$ cat src/rtl/score_seg_display_if.sv
// Score load handshake between the game core (master) and the score display (slave).
interface score_seg_display_if #(
  parameter int unsigned SCORE_W = 11
);
  logic [SCORE_W-1:0] score_in;
  logic               score_valid;
  logic               busy;

  modport master (output score_in, output score_valid, input busy);
  modport slave  (input score_in, input score_valid, output busy);
endinterface

$ cat src/rtl/score_seg_display.sv
// Binary score -> 4 BCD digits (sequential double dabble), multiplexed onto a 4-digit
// active-low seven-segment display. Define SEG_BLANK_EN for leading-zero blanking.
module score_seg_display #(
  parameter int unsigned SCORE_W     = 11,
  parameter int unsigned REFRESH_DIV = 100000,
  parameter int unsigned MAX_SHOWN   = 9999
) (
  input  logic               clk,
  input  logic               reset,
  score_seg_display_if.slave bus,
  output logic [3:0]         an,
  output logic [6:0]         seg
);
  localparam int unsigned CNT_W = (REFRESH_DIV > 1) ? $clog2(REFRESH_DIV) : 1;
  localparam int unsigned BIT_W = $clog2(SCORE_W + 1);
  localparam int unsigned DD_W  = 16 + SCORE_W;

  localparam logic [1:0] S_IDLE  = 2'd0;
  localparam logic [1:0] S_LOAD  = 2'd1;
  localparam logic [1:0] S_SHIFT = 2'd2;
  localparam logic [1:0] S_DONE  = 2'd3;

  logic [1:0]         state, state_next;
  logic [SCORE_W-1:0] pend_val;
  logic               pending;
  logic [SCORE_W-1:0] operand;
  logic [15:0]        bcd;
  logic [15:0]        disp;
  logic [BIT_W-1:0]   bit_cnt;
  logic [CNT_W-1:0]   refresh_cnt;
  logic [1:0]         digit_idx;

  logic [SCORE_W-1:0] sat_c;
  logic [15:0]        adj_c;
  logic [DD_W-1:0]    dd_c;
  logic [1:0]         next_idx_c;
  logic [3:0]         nib_c;
  logic               blank_c;
  logic [3:0]         an_c;
  logic [6:0]         seg_c;

  function automatic logic [6:0] seg_of(input logic [3:0] d);
    case (d)
      4'd0:    seg_of = 7'b0000001;
      4'd1:    seg_of = 7'b1001111;
      4'd2:    seg_of = 7'b0010010;
      4'd3:    seg_of = 7'b0000110;
      4'd4:    seg_of = 7'b1001100;
      4'd5:    seg_of = 7'b0100100;
      4'd6:    seg_of = 7'b0100000;
      4'd7:    seg_of = 7'b0001111;
      4'd8:    seg_of = 7'b0000000;
      4'd9:    seg_of = 7'b0001100;
      default: seg_of = 7'b1111111;
    endcase
  endfunction

  // FSM state register
  always_ff @(posedge clk) begin
    if (reset) state <= S_IDLE;
    else       state <= state_next;
  end

  // Next-state logic
  always_comb begin
    state_next = state;
    case (state)
      S_IDLE:  if (bus.score_valid || pending) state_next = S_LOAD;
      S_LOAD:  state_next = S_SHIFT;
      S_SHIFT: if (bit_cnt == BIT_W'(1)) state_next = S_DONE;
      S_DONE:  state_next = S_IDLE;
      default: state_next = S_IDLE;
    endcase
  end

  // Saturation and one double-dabble step (adjust nibbles, then shift the whole register)
  always_comb begin
    sat_c = pend_val;
    if (32'(pend_val) > MAX_SHOWN) sat_c = SCORE_W'(MAX_SHOWN);
    adj_c = bcd;
    for (int i = 0; i < 4; i++) begin
      if (bcd[4*i +: 4] >= 4'd5) adj_c[4*i +: 4] = bcd[4*i +: 4] + 4'd3;
    end
    dd_c = {adj_c, operand} << 1;
  end

  // Input capture, conversion datapath, display register; latest score_valid always wins
  always_ff @(posedge clk) begin
    if (reset) begin
      pend_val <= '0;
      pending  <= 1'b0;
      operand  <= '0;
      bcd      <= '0;
      disp     <= '0;
      bit_cnt  <= '0;
      bus.busy <= 1'b0;
    end else begin
      bus.busy <= (state_next != S_IDLE);
      if (bus.score_valid) pend_val <= bus.score_in;
      if (state == S_IDLE)        pending <= 1'b0;
      else if (bus.score_valid)   pending <= 1'b1;
      case (state)
        S_LOAD: begin
          operand <= sat_c;
          bcd     <= '0;
          bit_cnt <= BIT_W'(SCORE_W);
        end
        S_SHIFT: begin
          bcd     <= dd_c[SCORE_W +: 16];
          operand <= dd_c[SCORE_W-1:0];
          bit_cnt <= bit_cnt - BIT_W'(1);
        end
        S_DONE:  disp <= bcd;
        default: ;
      endcase
    end
  end

  // Pattern for the slot about to start
  always_comb begin
    next_idx_c = digit_idx + 2'd1;
    nib_c      = disp[{next_idx_c, 2'b00} +: 4];
`ifdef SEG_BLANK_EN
    case (next_idx_c)
      2'd1:    blank_c = (disp[15:4]  == 12'd0);
      2'd2:    blank_c = (disp[15:8]  == 8'd0);
      2'd3:    blank_c = (disp[15:12] == 4'd0);
      default: blank_c = 1'b0;
    endcase
`else
    blank_c = 1'b0;
`endif
    an_c  = blank_c ? 4'b1111 : ~(4'b0001 << next_idx_c);
    seg_c = blank_c ? 7'b1111111 : seg_of(nib_c);
  end

  // Digit scan: an/seg only change at slot boundaries
  always_ff @(posedge clk) begin
    if (reset) begin
      refresh_cnt <= '0;
      digit_idx   <= 2'd0;
      an          <= 4'b1110;
      seg         <= 7'b0000001;
    end else if (refresh_cnt == CNT_W'(REFRESH_DIV - 1)) begin
      refresh_cnt <= '0;
      digit_idx   <= next_idx_c;
      an          <= an_c;
      seg         <= seg_c;
    end else begin
      refresh_cnt <= refresh_cnt + CNT_W'(1);
    end
  end
endmodule
$ cat src/flat_wrapper.sv
// flat-port wrapper written by rule: the top's interface ports become plain ports
module score_seg_display_flat 
#(
  parameter int unsigned SCORE_W     = 11,
  parameter int unsigned REFRESH_DIV = 100000,
  parameter int unsigned MAX_SHOWN   = 9999
)
  (clk, reset, an, seg, bus_score_in, bus_score_valid, bus_busy);
  score_seg_display_if #(.SCORE_W(SCORE_W)) bus_i ();
  input  logic clk;
  input  logic reset;
  output logic [3:0] an;
  output logic [6:0] seg;
  input wire logic [$bits(bus_i.score_in)-1:0] bus_score_in;
  input wire logic [$bits(bus_i.score_valid)-1:0] bus_score_valid;
  output wire logic [$bits(bus_i.busy)-1:0] bus_busy;
  assign bus_i.score_in = bus_score_in;
  assign bus_i.score_valid = bus_score_valid;
  assign bus_busy = bus_i.busy;
  score_seg_display #(.SCORE_W(SCORE_W), .REFRESH_DIV(REFRESH_DIV), .MAX_SHOWN(MAX_SHOWN)) u_core (.clk(clk), .reset(reset), .bus(bus_i), .an(an), .seg(seg));
endmodule
$ cat config.mk
export PLATFORM = sky130hd
export DESIGN_NAME = score_seg_display_flat
export DESIGN_NICKNAME = d
export VERILOG_FILES = /design/src/rtl/score_seg_display_if.sv /design/src/rtl/score_seg_display.sv /design/src/flat_wrapper.sv
export SDC_FILE = /design/constraint.sdc
export NUM_CORES = 1
export LEC_CHECK = 0
export CAP_MARGIN = 0
export CORE_ASPECT_RATIO = 0.8
export CORE_MARGIN = 10
export CORE_UTILIZATION = 40
export CTS_CLUSTER_SIZE = 10
export DETAILED_ROUTE_END_ITERATION = 16
export GPL_TIMING_DRIVEN = 0
export PLACE_DENSITY = 0.59
export SYNTH_ARGS = -nofsm -noshare
export SYNTH_HDL_FRONTEND = slang
export SYNTH_SLANG_ARGS = --single-unit
$ cat constraint.sdc
create_clock -name clk -period 3.28 [get_ports clk]
set_input_delay 0.328 -clock clk [delete_from_list [all_inputs] [get_ports clk]]
set_output_delay 0.328 -clock clk [all_outputs]
set_load 0.01 [all_outputs]
==> results of run 1 <==
## kinds of logic (layout without fill, tap and decap cells)
group                      after synthesis  after routing  share of synthesized area [%]
xor gates and xnor gates                23             23                          4.792
and+or+nand+nor                        151            151                          16.43
DFF                                     92             92                          43.81
muxes                                   46             46                          12.23
adders and majority gates               24             24                          7.143
AOI/OAI and AO/OA                       65             65                          10.69
buffers and inverters                   51             90                          4.911
## layer usage
| layer | vias to the layer above | wire length (µm) | part of all wire [%] |
|---|---|---|---|
| met1 | 1523 | 4732 | 52 |
| met2 | 39 | 3916 | 43 |
| met3 | 8 | 316 | 3.5 |
| met5 | - | 0 | 0 |
| met4 | 0 | 112 | 1.2 |
| li1 | 1627 | - | - |
## registers in the layout (all words and copies together) (netlist names)
name,flops
u_core.disp,16
u_core.refresh_cnt,17
u_core.state,2
u_core.bcd,16
u_core.operand,11
u_core.digit_idx,2
u_core.pend_val,11
u_core.seg,7
u_core.bit_cnt,4
u_core.bus.busy,1
u_core.an,4
u_core.pending,1
## placed cells by master (no fill, tap or decap), drive strengths merged, types with 3 or more instances in the layout
| master | netlist | final |
|---|---|---|
| a32oi | 4 | 4 |
| nor3 | 9 | 9 |
| clkbuf | 22 | 32 |
| nor2 | 90 | 90 |
| nand2b | 6 | 6 |
| xnor2 | 11 | 11 |
| mux2i | 39 | 39 |
| nand4 | 3 | 3 |
| a22oi | 5 | 5 |
| nand2 | 10 | 10 |
| a211o | 3 | 3 |
| mux2 | 3 | 3 |
| a211oi | 11 | 11 |
| dfxtp | 92 | 92 |
| mux4 | 4 | 4 |
| a21oi | 19 | 19 |
| or2 | 3 | 3 |
| clkinv | 0 | 3 |
| and2 | 4 | 4 |
| clkdlybuf4s50 | 0 | 23 |
| o21ai | 8 | 8 |
| a2bb2oi | 3 | 3 |
| inv | 23 | 23 |
| ha | 24 | 24 |
| nand3 | 10 | 10 |
| xor2 | 12 | 12 |
| buf | 6 | 6 |
| nand3b | 3 | 3 |
| o31ai | 5 | 5 |
## power by group through the flow
| stage | Clock (mW) | Sequential [mW] | Combinational (mW) |
|---|---|---|---|
| 2_1_floorplan | 0 | 1.28 | 0.343 |
| 3_3_place_gp | 0 | 1.29 | 0.471 |
| 3_5_place_dp | 0 | 1.29 | 0.478 |
| 4_1_cts | 1.07 | 1.26 | 0.480 |
| 5_1_grt | 1.12 | 1.28 | 0.535 |
| 6_report | 1.04 | 1.26 | 0.480 |
## layout make-up
type	instances	area [µm²]
Clock inverter	6	63.81
Multi-Input combinational cell	309	2156
Buffer	28	120.1
Tap cell	140	175.2
Clock buffer	10	239.0
Sequential cell	92	1842
Timing Repair Buffer	23	230.2
Fill cell	1022	5328
Inverter	23	86.33
## worst max path at each step
stage	from	to	slack, ns	cells past startpoint
2_1_floorplan	u_core.digit_idx[0]	u_core.seg[6]	0.78	9
3_3_place_gp	u_core.digit_idx[0]	u_core.seg[5]	0.45	8
3_5_place_dp	u_core.digit_idx[0]	u_core.seg[6]	0.41	9
4_1_cts	u_core.digit_idx[0]	u_core.seg[6]	0.39	9
5_1_grt	u_core.digit_idx[0]	u_core.seg[6]	0.18	7
6_report	u_core.digit_idx[0]	u_core.seg[6]	0.41	9
## through the flow
| step | setup WS [ns] | util (%) | std cells |
|---|---|---|---|
| 6_report | 0.4098 | 47.97 | 631 |
| 5_1_grt | 0.1848 | 47.97 | 631 |
| 4_1_cts | 0.3927 | 47.97 | 631 |
| 3_5_place_dp | 0.4067 | 45.01 | 615 |
| 3_3_place_gp | 0.4476 | 45.01 | 615 |
| 2_1_floorplan | 0.7826 | - | 452 |
## critical path: stages (launching register included)
cell       delay [ns]
dfxtp_1          0.53
inv_1            0.15
ha_1             0.30
clkbuf_1         0.30
mux4_2           0.63
inv_1            0.16
ha_1             0.16
and2_1           0.11
a2111oi_0        0.06
a2111oi_1        0.36
==> impl_metrics.json, run 1 <==
{
  "drt-total-wl_mm": 9.077,
  "clkTransAtPathRegs_ns": 0.07,
  "die_x_um": 134.6,
  "rsz0062_at_grt": "false",
  "synthMostInstantiatedCell": "dfxtp_1",
  "grt.busiest_layer": "met2",
  "core_area_um2": 10240,
  "r2r-start": "u_core.digit_idx[0]",
  "cp.arrival_ns": 3.10,
  "grt-ovfl-total": 0,
  "synth-edff-count": 0,
  "cts_sinks": 92,
  "slew_viol_final": 0,
  "hp-class": "in2reg",
  "post-route-cell-area_um2": 4912,
  "fin_hold_ws_ns": 0.3734,
  "synth_cell_types": 50,
  "synthesis.area_um2": 4204,
  "worst_slew_pin_slew_ns": 0.8211,
  "clockRootBuffer": "clkbuf_16",
  "die_y_um": 111.7,
  "drtAntennaViolNets": 0,
  "cap_violations": 0,
  "antenna_found_initial": 0,
  "ys_seq_area_share_pct": 43.81,
  "min_period_over_period_pct": 87.51,
  "r2r-end": "u_core.seg[6]",
  "status": "finished clean",
  "cts_tree": "done",
  "p_total_mw": 2.787,
  "fmaxAchievable_mhz": 348.4,
  "yosysTopAreaCell": "dfxtp_1",
  "first_iter_violations": 207,
  "setup_viol": 0,
  "p_switching_mw": 0.7887,
  "drc": 0,
  "holdPathStages": 3,
  "cp.required_ns": 3.51,
  "critPathKind": "reg2reg",
  "worst-path-max-fanout": 7,
  "grt_util_met1_pct": 16.91,
  "cts_inserted_buffers": 9,
  "crit_path_end_kind": "register",
  "io_buffers": 23,
  "combPwrFrac_pct": 17.2,
  "dieArea_um2": 15040,
  "avgSynthCellArea_um2": 9.301,
  "synth_commonest_cells": "92 x dfxtp_1, 90 x nor2_1, 39 x mux2i_1",
  "grt_pass1_wl_mm": 15.39,
  "fin_nets": 524,
  "synth-main-ff-cell": "dfxtp_1",
  "area_growth_pct": 16.85,
  "synthArstFlopShare_pct": 0,
  "min_period_ns": 2.870,
  "cts-resized-gates": 0,
  "syn-instance-count": 452,
  "finClkSkew_ns": 0.009167,
  "synthTopCellsByArea": "dfxtp_1 44%, mux2i_1 9.3%, nor2_1 8.0%, ha_1 7.1%, xor2_1 2.5%",
  "swShare_pct": 28.30,
  "slew_headroom_pct": 44.75,
  "ios": 26,
  "pwr-share-seq_pct": 45.4,
  "htree_levels": 3,
  "cp-start-kind": "register",
  "ys_ff_latch": 92,
  "p_int_mw": 1.998,
  "tns_ns": 0,
  "postCtsSetupRepairBufs": 0,
  "place.gp.congestion": 0.7697,
  "wl_per_cell_um": 14.39,
  "met2_usage_pct": 18.88,
  "r2r_slack_ns": 0.41,
  "ir_worst_vdd_v": 0.0002792,
  "dpl.hpwl_mm": 6.659,
  "grt_max_degree": 16,
  "reg2regPathDepth": 9,
  "p_leak_nw": 1.774,
  "dpl_cell_area_um2": 4609,
  "p_per_area_nw_per_um2": 567.3,
  "hold_path_end": "u_core.pend_val[1]",
  "hold_start": "bus_score_valid",
  "dr.pass1.iters": 4,
  "clock_latency_ns": 0.34,
  "synth_top_area_share_pct": 43.81,
  "start_util_pct": 41.06,
  "routed_via_density": 5.067,
  "antennaDiodeCount": 0,
  "grt_pass1_vias": 3084,
  "drive_above_1_share_pct": 6.314,
  "clockBufferDepth": 2,
  "fp-row-count": 33,
  "met3_usage_pct": 3.684,
  "power_frac_clock_pct": 37.4,
  "vias": 3197,
  "yosysWarnings": 0,
  "hold_viol": 0,
  "synth_nets": 490,
  "grt_usage_pct": 12.54,
  "cts_hold_buf": 0
}
Note: power is estimated with default switching activity, not from simulation.
==> run 2, diff against run 1 <==
- CAP_MARGIN: 0 -> 20
==> results of run 2 <==
No change in the layout: final DEF, timing and power equal those of run 1.
==> run 3, diff against run 2 <==
- CTS_CLUSTER_SIZE: 10 -> unset
==> results of run 3 <==
No change in the layout: final DEF, timing and power equal those of run 1.
